### src/rtl/dac_therm_drv.sv
`default_nettype none
// ============================================================================
// Module   : dac_therm_drv
// Purpose  : Binary-to-thermometer driver for a unit-element DAC. Each
//            accepted code is registered, expanded into a unary element-select
//            mask and presented on Y with a fixed two-register latency.
//            With DAC_THERM_DWA_EN defined, the mask is rotated through the
//            element array (data-weighted averaging). This spreads element
//            mismatch over time.
// Ports    : clk      - clock, all state changes on the rising edge
//            rst      - synchronous reset, active-high
//            b        - binary code, 0..NELEM
//            b_valid  - code on b is accepted this cycle
//            Y        - element selects, Y[i]=1 turns element i on
//            y_valid  - Y was updated this cycle from an accepted code
//            ptr      - rotation pointer, 0..NELEM-1 (observation only)
// Macro    : DAC_THERM_DWA_EN - enables the rotating mask and pointer register.
//            When undefined, Y is a plain thermometer mask and ptr is 0.
// Revision : 1.0 - initial release
// ============================================================================
module dac_therm_drv #(
    parameter int NBITS    = 4,
    parameter int RST_CODE = 0
) (
    input  logic                    clk,
    input  logic                    rst,
    input  logic [NBITS-1:0]        b,
    input  logic                    b_valid,
    output logic [(1<<NBITS)-2:0]   Y,
    output logic                    y_valid,
    output logic [NBITS-1:0]        ptr
);

    // The element count follows from the code width and cannot be set on its own.
    localparam int NELEM = (1 << NBITS) - 1;

    // Plain thermometer expansion: element i is on when i < code.
    function automatic logic [NELEM-1:0] therm(input logic [NBITS-1:0] code);
        logic [NELEM-1:0] m;
        m = '0;
        for (int i = 0; i < NELEM; i++) begin
            m[i] = ((NBITS+1)'(i) < {1'b0, code});
        end
        return m;
    endfunction

    localparam logic [NELEM-1:0] c_rst_mask = therm(NBITS'(RST_CODE));

    // Stage 1: capture the accepted code.
    logic [NBITS-1:0] r_code;
    logic             r_v1;

    always_ff @(posedge clk) begin
        if (rst) begin
            r_v1   <= 1'b0;
            r_code <= '0;
        end else begin
            r_v1 <= b_valid;
            if (b_valid) begin
                r_code <= b;
            end
        end
    end

    // Mask for the code currently held in stage 1.
    logic [NELEM-1:0] w_mask;

`ifdef DAC_THERM_DWA_EN
    localparam logic [NBITS:0] c_nelem = (NBITS+1)'(NELEM);

    // Rotated mask: element i is on when its distance from the pointer,
    // measured upward modulo NELEM, is below the code.
    function automatic logic [NELEM-1:0] rot_mask(input logic [NBITS-1:0] code,
                                                  input logic [NBITS-1:0] p);
        logic [NELEM-1:0] m;
        logic [NBITS:0]   off;
        m = '0;
        for (int i = 0; i < NELEM; i++) begin
            if (NBITS'(i) >= p) begin
                off = (NBITS+1)'(i) - {1'b0, p};
            end else begin
                off = (NBITS+1)'(i) + c_nelem - {1'b0, p};
            end
            m[i] = (off < {1'b0, code});
        end
        return m;
    endfunction

    logic [NBITS-1:0] r_ptr;
    logic [NBITS:0]   w_sum;
    logic [NBITS-1:0] w_ptr_next;

    // Pointer advances by the code modulo NELEM. A full-scale code wraps
    // exactly once and so leaves the pointer where it was.
    always_comb begin
        w_sum      = {1'b0, r_ptr} + {1'b0, r_code};
        w_ptr_next = w_sum[NBITS-1:0];
        if (w_sum >= c_nelem) begin
            w_ptr_next = NBITS'(w_sum - c_nelem);
        end
        w_mask = rot_mask(r_code, r_ptr);
    end

    always_ff @(posedge clk) begin
        if (rst) begin
            r_ptr <= '0;
        end else if (r_v1) begin
            r_ptr <= w_ptr_next;
        end
    end

    assign ptr = r_ptr;
`else
    always_comb begin
        w_mask = therm(r_code);
    end

    assign ptr = '0;
`endif

    // Stage 2: registered element selects, so b has no combinational path to Y.
    logic [NELEM-1:0] r_y;
    logic             r_y_valid;

    always_ff @(posedge clk) begin
        if (rst) begin
            r_y       <= c_rst_mask;
            r_y_valid <= 1'b0;
        end else begin
            r_y_valid <= r_v1;
            if (r_v1) begin
                r_y <= w_mask;
            end
        end
    end

    assign Y       = r_y;
    assign y_valid = r_y_valid;

endmodule
`default_nettype wire

### config.mk
export PLATFORM = sky130hd
export DESIGN_NAME = dac_therm_drv
export DESIGN_NICKNAME = d
export VERILOG_FILES = /design/src/rtl/dac_therm_drv.sv
export SDC_FILE = /design/constraint.sdc
export NUM_CORES = 1
export LEC_CHECK = 0
export ABC_AREA = 0
export BUFFER_PORTS_ARGS = -buffer_cell sky130_fd_sc_hd__buf_2
export CAP_MARGIN = 5
export CORE_UTILIZATION = 35
export CTS_BUF_LIST = sky130_fd_sc_hd__clkbuf_4 sky130_fd_sc_hd__clkbuf_8 sky130_fd_sc_hd__clkbuf_16
export CTS_CLUSTER_DIAMETER = 200
export DETAILED_ROUTE_END_ITERATION = 7
export GPL_ROUTABILITY_DRIVEN = 0
export GPL_TIMING_DRIVEN = 0
export HOLD_SLACK_MARGIN = 0.02
export PLACE_DENSITY_LB_ADDON = 0.2
export SETUP_SLACK_MARGIN = 0.02
export SLEW_MARGIN = 5
export SYNTH_ARGS = -nofsm -noshare
export SYNTH_HDL_FRONTEND = slang
export SYNTH_SLANG_ARGS = --single-unit
export TNS_END_PERCENT = 50
### constraint.sdc
create_clock -name clk -period 1.9 [get_ports clk]
set_input_delay 0.285 -clock clk [delete_from_list [all_inputs] [get_ports clk]]
set_output_delay 0.285 -clock clk [all_outputs]
set_load 0.01 [all_outputs]
Yosys cells after proc, flatten, opt, wreduce, memory -nomap -nowiden
Cells that the tools add are included.
{ "op_classes": {"addsub": 0, "n_mul": 0, "div_mod_pow": 0, "n_lt_le_gt_ge": 15, "n_eq_ne": 0, "shifts": 0, "mux": 0, "bitwise": 0, "n_reduce_logical": 0} }
{ "ops": {"columns": ["op", "count"], "rows": [
  ["4-bit less-than comparator (first input constant)", 7],
  ["3-bit by 4-bit less-than comparator with 1-bit output (first input constant)", 4],
  ["1-bit by 4-bit less-than comparator with 1-bit output (first input constant)", 2],
  ["2-bit by 4-bit less-than comparator with 1-bit output (first input constant)", 2]
]} }
{ "totals": {"register_bits": 21, "latchBits": 0, "mem_bits_rw": 0, "mem_bits_ro": 0, "inputBits": 7, "output_inout_bits": 20, "wordCells": 19, "memories": 0} }

Longest topological paths before layout
Gate-level depths: netlist of the first run.
{ "depth": {"depth_word": 1, "ltp_mapped": 4, "ltp_nobuf": 2} }

Least setup slack after synthesis of the first run
OpenSTA, ideal clock, no wires.
{ "synth_timing": {"path_kind": "register -> register", "start": "register r_v1", "end": "register r_y[10] (netlist: Y[10])", "setup_time_ps": 100, "arrival_ps": 845, "required_time_ps": 1800, "path_slack_ps": 956, "path_stages_with_launch": 4, "path_buffers": 1, "period_less_slack_ps": 944, "cell_sequence": "dfxtp_1 > buf_6 > nor2b_4 > a2111oi_4"} }
{ "synth_lines": {"columns": ["element", "line", "text"], "rows": [
  ["start, declared", "51", "logic r_v1;"],
  ["start signal, assigned", "58", "r_v1 <= b_valid;"],
  ["end signal, assigned", "127", "r_y <= c_rst_mask;"],
  ["end signal, assigned", "132", "r_y <= w_mask;"],
  ["end, declared", "122", "logic [NELEM-1:0] r_y;"]
]} }

Final worst setup path of the first run
{ "layout_timing": {"start": "register r_y[14] (netlist: Y[14])", "end": "output port Y[14]"} }
{ "layout_lines": {"columns": ["element", "line", "text"], "rows": [
  ["end, declared", "29", "output logic [(1<<NBITS)-2:0] Y,"]
]} }
No word-level cell between the ends.

==> results of run 1 <==
## metrics by stage
| step | util, % | area [um2] | setup slack, ns |
|---|---|---|---|
| detailed placement | 43.03 | 1066 | 0.8412 |
| CTS | 44.24 | 1096 | 0.8150 |
| global route | 44.24 | 1096 | 0.7823 |
| finish | 44.24 | 1096 | 0.8188 |
| floorplan | - | 923.4 | 0.9556 |
| global placement | 43.03 | 1066 | 0.8628 |
## cells by family (layout without fill, tap and decap cells)
logic type | after synthesis | after routing | share of synthesized area, %
buf+inv | 13 | 38 | 10.56
other cells | 1 | 4 | 0.4111
compound gates | 17 | 17 | 18.24
mux | 5 | 5 | 5.487
flops | 21 | 21 | 46.09
simple gates | 32 | 32 | 19.20
## cell type report
class                      instances  area [um2]  share of cell area, %
sequential                        21       420.4                  38.36
multi-input combinational         58       406.6                  37.10
timing repair buffer              21       105.1                  9.589
buffer                            13       96.34                  8.790
tap                               30       37.54                  3.425
clock buffer                       4       30.03                  2.740
## state kept, by name, indices dropped and copies added (netlist names)
| register | cells |
|---|---|
| r_v1 | 1 |
| Y | 15 |
| y_valid | 1 |
| r_code | 4 |
## cell usage after synthesis (2+ instances only)
library cell,number
nand3_1,2
a311oi_1,2
nor2_2,2
nand2b_1,4
buf_2,2
mux2i_1,5
a211oi_1,4
nor2_1,14
a2111oi_4,2
a21oi_1,4
buf_4,8
buf_6,2
dfxtp_1,21
nor2b_1,2
nor2b_4,2
## worst max-delay path by stage
stage / from / endpoint / slack [ns] / cells past startpoint
global route: Y[14] / Y[14] / 0.78 / 1
CTS: Y[14] / Y[14] / 0.81 / 1
global placement: rst / Y[14] / 0.86 / 4
detailed placement: rst / Y[14] / 0.84 / 4
floorplan: r_v1 / Y[10] / 0.96 / 3
finish: Y[14] / Y[14] / 0.82 / 1
## power groups by stage
| stage | clock, mW | sequential [mW] | combinational (mW) |
|---|---|---|---|
| 3_3_place_gp | 0 | 0.482 | 0.129 |
| 3_5_place_dp | 0 | 0.483 | 0.129 |
| 2_1_floorplan | 0 | 0.489 | 0.0892 |
| 6_report | 0.229 | 0.473 | 0.129 |
| 4_1_cts | 0.237 | 0.473 | 0.130 |
| 5_1_grt | 0.257 | 0.476 | 0.143 |
## layer usage
layer | GRT usage [%] | vias to the layer above
li1 | - | 353
met1 | 19.27 | 307
met2 | 18.57 | 23
met3 | 3.448 | 2
met4 | 5.263 | 0
met5 | 0 | -
==> results.json, run 1 <==
{
  "nets": 125,
  "cp_data_required_time_ns": 1.62,
  "synth-seq-area-share_pct": 46.09,
  "dr.max_layer_used": "met4",
  "final_max_slew_viol_count": 0,
  "synthArstFlopShare_pct": 0,
  "power.total_mw": 0.8307,
  "cp_num_buf_inv": 1,
  "dr.first_iter.drc_count": 10,
  "ctsRootBufferMaster": "clkbuf_4",
  "cts_resized": 0,
  "cts_tree": "built",
  "postCtsSetupBuffers": 0,
  "p_sw_mw": 0.2156,
  "wl_met1_um": 878,
  "drive_above_1_share_pct": 38.46,
  "synth_cell_type_count": 28,
  "arrival_ns": 0.80,
  "vias": 685,
  "critical-path-slowest-cell": "dfxtp_1",
  "drt.antenna.violating_nets": 0,
  "synthesis.area_um2": 912.1,
  "hold_violations": 0,
  "max_freq_mhz": 924.9,
  "wl_met3_um": 89,
  "antenna_found_initial": 0,
  "grt_use_total_pct": 13.37,
  "switching_share_pct": 25.95,
  "path_clk_slew_ns": 0.12,
  "max_cap_violations": 0,
  "clock_path_buffers": 2,
  "start_kind": "flip-flop",
  "max_stage_delay_ns": 0.36,
  "syn_inst": 89,
  "stdcell_count": 147,
  "die_w_um": 53.05,
  "fill_cells": 266,
  "die_height_um": 53.05,
  "hold_path_class": "in -> reg",
  "synth_area_per_cell_um2": 10.25,
  "finalSetupViolCount": 0,
  "dp_cells": 143,
  "synth.area.top_cells": "dfxtp_1 (46%), buf_4 (6.6%), a2111oi_4 (6.0%)",
  "clkLatencyLatePin_ns": 0.30,
  "area_growth_pct": 20.16,
  "hp-start": "rst",
  "p_seq_share_pct": 57.0,
  "rows": 18,
  "cts_buffers": 3,
  "ios": 27,
  "p_comb_share_pct": 15.5,
  "finalWirelength_um": 1674,
  "grt_pass1_wl_um": 2649,
  "hold_path_depth": 2,
  "p_int_mw": 0.6151,
  "synth_edf_count": 0,
  "grt.overflow.total": 0,
  "crit_fanout": 2,
  "r2r_cells": 2,
  "rr_endpoint": "Y[8]",
  "tns_ns": 0,
  "pwr-share-clk_pct": 27.6,
  "hold_buffers": 0,
  "skew_ns": 0.01245,
  "htree_levels": 1,
  "mostFrequentLayoutCells": "buf_2 (23), dfxtp_1 (21), nor2_1 (14), buf_4 (8), mux2i_1 (5)",
  "clock_sinks": 21,
  "cp_top_family": "flip-flops",
  "ys_dominant_reg_cell": "dfxtp_1",
  "io_buffers": 21,
  "post-route-drc-count": 0,
  "ys.warnings.count": 0,
  "rrSetupSlack_ns": 0.85,
  "start_util_pct": 36.82,
  "synth.top_cell.area_share_pct": 46.09,
  "cp-end-kind": "primary output",
  "powerDensity_nw_per_um2": 757.9,
  "hold_slack_ns": 0.1602,
  "rsz0062_at_grt": "false",
  "dr_wl_met2_um": 692,
  "peakVddDrop_mv": 0.4298,
  "synth_seq_cells": 21,
  "vias_per_cell": 4.660,
  "power.leakage_nw": 0.4787,
  "r2r_start": "r_code[0]",
  "place_hpwl_um": 1153,
  "diodes": 0,
  "yosys.area.top_type": "dfxtp_1",
  "path_cells": "buf_2",
  "core_area_um2": 2477,
  "die-area_um2": 2814,
  "dr.pass1.iters": 4,
  "critPathKind": "reg -> out",
  "fin_crit_sh_pct": 56.90,
  "final_common_cell": "buf_2",
  "period_needed_ns": 1.081,
  "status": "finished, final reports clean",
  "avgRoutedWirePerCell_um": 11.39,
  "grt_pass1_vias": 549,
  "min_to": "y_valid",
  "grt_start_max_net_pins": 12
}
No activity file was read; power rests on OpenSTA's default activity.
==> run 2: changes to the inputs <==
--- a/config.mk
+++ b/config.mk
@@ -5,7 +5,7 @@
 export SDC_FILE = /design/constraint.sdc
 export NUM_CORES = 1
 export LEC_CHECK = 0
-export ABC_AREA = 0
+export ABC_AREA = 1
 export BUFFER_PORTS_ARGS = -buffer_cell sky130_fd_sc_hd__buf_2
 export CAP_MARGIN = 5
 export CORE_UTILIZATION = 35
==> constraint.sdc (replaced) <==
create_clock -name clk -period 0.9 [get_ports clk]
set_input_delay 0.135 -clock clk [delete_from_list [all_inputs] [get_ports clk]]
set_output_delay 0.135 -clock clk [all_outputs]
set_load 0.01 [all_outputs]
==> results.json, run 2 <==
{
  "start_kind": "flip-flop",
  "final_common_cell": "nand2_1",
  "yosysMostFrequentCell": "nand2_1",
  "fill_cells": 223,
  "die-area_um2": 2543,
  "min_to": "Y[4]",
  "synth_edf_count": 0,
  "use_met1_pct": 19.48,
  "post-route-drc-count": 0,
  "peakVddDrop_mv": 0.9403,
  "synth_common_cells": "nand2_1 (28), dfxtp_1 (21), a21oi_1 (14), inv_1 (10)",
  "largest_reg_flops": 15,
  "cp-end-kind": "primary output",
  "hold_path_depth": 2,
  "io_buffers": 22,
  "max_cap_violations": 0,
  "period_needed_ns": 0.9070,
  "grt_pass1_vias": 634,
  "rrSetupSlack_ns": 0.03,
  "antenna_found_initial": 0,
  "synth.top_cell.area_share_pct": 51.22,
  "drt.antenna.violating_nets": 0,
  "p_sw_mw": 0.4552,
  "clock_path_buffers": 2,
  "synth.area.top_cells": "dfxtp_1 (51%), nand2_1 (13%), a21oi_1 (8.5%)",
  "hp-start": "rst",
  "pwr-share-clk_pct": 26.1,
  "synthesis.area_um2": 820.8,
  "max_freq_mhz": 1103,
  "synthArstFlopShare_pct": 0,
  "rows": 17,
  "cp_top_family": "flip-flops",
  "timing.final.ws_setup_ns": -0.006958,
  "gr-usage-met2_pct": 22.67,
  "synth-seq-area-share_pct": 51.22,
  "hold_path_class": "in -> reg",
  "grt_start_max_net_pins": 13,
  "top_usage_layer": "met2",
  "final_max_slew_viol_count": 0,
  "die_height_um": 50.43,
  "cp_num_buf_inv": 1,
  "cts_buffers": 3,
  "yosys.area.top_type": "dfxtp_1",
  "violations": "negative setup slack",
  "dr.first_iter.drc_count": 8,
  "p_seq_share_pct": 59.3,
  "switching_share_pct": 26.58,
  "grt_use_total_pct": 15.03,
  "ios": 27,
  "utilization_pct": 53.45,
  "skew_ns": 0.008998,
  "crit_fanout": 2,
  "start_util_pct": 37.10,
  "clkLatencyLatePin_ns": 0.31,
  "status": "finished, violations left",
  "grt_pass1_wl_um": 2801,
  "mostFrequentLayoutCells": "nand2_1 (27), dfxtp_2 (17), buf_6 (17), a21oi_1 (13), buf_2 (8)",
  "rr_endpoint": "Y[0]",
  "arrival_ns": 0.77,
  "r2r_cells": 4,
  "clock_sinks": 21,
  "path_clk_slew_ns": 0.12,
  "critical-path-slowest-cell": "dfxtp_2",
  "dp_slack_ns": -0.06777,
  "max_stage_delay_ns": 0.35,
  "ys.warnings.count": 0,
  "use_met3_pct": 2.727,
  "vias_per_cell": 4.539,
  "powerDensity_nw_per_um2": 1449,
  "r2r_start": "r_code[2]",
  "rsz0062_at_grt": "true",
  "area_growth_pct": 44.05,
  "core_area_um2": 2212,
  "power.leakage_nw": 0.5465,
  "fin_crit_sh_pct": 100.8,
  "synth_cell_type_count": 18,
  "cts_tree": "built",
  "finalSetupViolCount": 4,
  "ctsRootBufferMaster": "clkbuf_4",
  "grt.overflow.total": 0,
  "place_hpwl_um": 1222,
  "path_cells": "buf_6",
  "synth_seq_cells": 21,
  "hold_violations": 0,
  "syn_inst": 106,
  "htree_levels": 1,
  "vias": 749,
  "die_w_um": 50.43,
  "cp_data_required_time_ns": 0.76,
  "dr.pass1.iters": 4,
  "drive_above_1_share_pct": 51.09,
  "diodes": 0,
  "ys_dominant_reg_cell": "dfxtp_1",
  "finalWirelength_um": 1710,
  "p_int_mw": 1.258,
  "critPathKind": "reg -> out",
  "nets": 145,
  "synth_area_per_cell_um2": 7.743,
  "p_comb_share_pct": 14.6,
  "avgRoutedWirePerCell_um": 10.36
}
## run 2: cell count changes in the layout (fill, tap and decap cells not counted), moves of 9 or more
cell and delta:
dfxtp_1 -20, a21oi_1 +9, buf_6 +15, nand2_1 +26
dfxtp_2 +17, buf_2 -15
## run 2: final cells by class
type / count / area [um2] / share of cell area, %
buffer: 6 / 46.29 / 3.915
clock buffer: 3 / 22.52 / 1.905
clock inverter: 1 / 5.005 / 0.4233
inverter: 13 / 53.80 / 4.550
multi-input combinational: 69 / 344.1 / 29.10
sequential: 21 / 452.9 / 38.31
tap: 28 / 35.03 / 2.963
timing repair buffer: 24 / 222.7 / 18.84
## run 2: stage by stage
step,hold WS [ns],total power [mW],setup TNS [ns],cells,cell area [um2]
2_1_floorplan,0.2041,1.151,0,109,832.0
3_3_place_gp,0.3650,1.214,-0.3537,159,977.2
3_5_place_dp,0.3720,1.218,-0.4107,159,977.2
4_1_cts,0.02567,1.716,-0.07384,165,1154
5_1_grt,0.02726,1.816,-0.5263,165,1182
6_report,0.03145,1.713,-0.009163,165,1182
## run 2: worst max-delay path by stage
stage | endpoint | slack (ns) | start | cells after the start
2_1_floorplan | Y[3] | 0.02 | r_v1 | 4
3_3_place_gp | Y[3] | -0.07 | r_v1 | 4
3_5_place_dp | Y[3] | -0.07 | r_v1 | 4
4_1_cts | Y[2] | -0.01 | r_code[3] | 4
5_1_grt | Y[13] | -0.04 | r_code[3] | 4
6_report | Y[14] | -0.007 | Y[14] | 1
## run 2: cell families (layout without fill, tap and decap cells)
| logic type | count (synthesis) | after routing | synth area share (%) |
|---|---|---|---|
| simple gates | 42 | 42 | 21.80 |
| buf+inv | 19 | 47 | 11.59 |
| flops | 21 | 21 | 51.22 |
| compound gates | 23 | 23 | 14.94 |
| other cells | 1 | 4 | 0.4569 |
## run 2: repair_timing
| action | in CTS | in global routing |
|---|---|---|
| resized for setup | 41 | 14 |
| endpoints found under the setup margin | 31 | 31 |
| pin swaps | 2 | 5 |
| hold buffers | 0 | 0 |
| cloned | 1 | 0 |
| setup buffers | 1 | 0 |
## run 2: power by group through the flow
| stage | Sequential [mW] | Combinational, mW | Clock, mW |
|---|---|---|---|
| detailed placement | 1.02 | 0.198 | 0 |
| floorplan | 1.03 | 0.123 | 0 |
| global route | 1.02 | 0.277 | 0.516 |
| finish | 1.02 | 0.249 | 0.447 |
| CTS | 1.01 | 0.235 | 0.468 |
| global placement | 1.02 | 0.196 | 0 |
## run 2: per-layer routing
metal,vias up,wire (um)
met2,18,800
met3,5,65
li1,389,-
met5,-,0
met1,337,799
met4,0,44
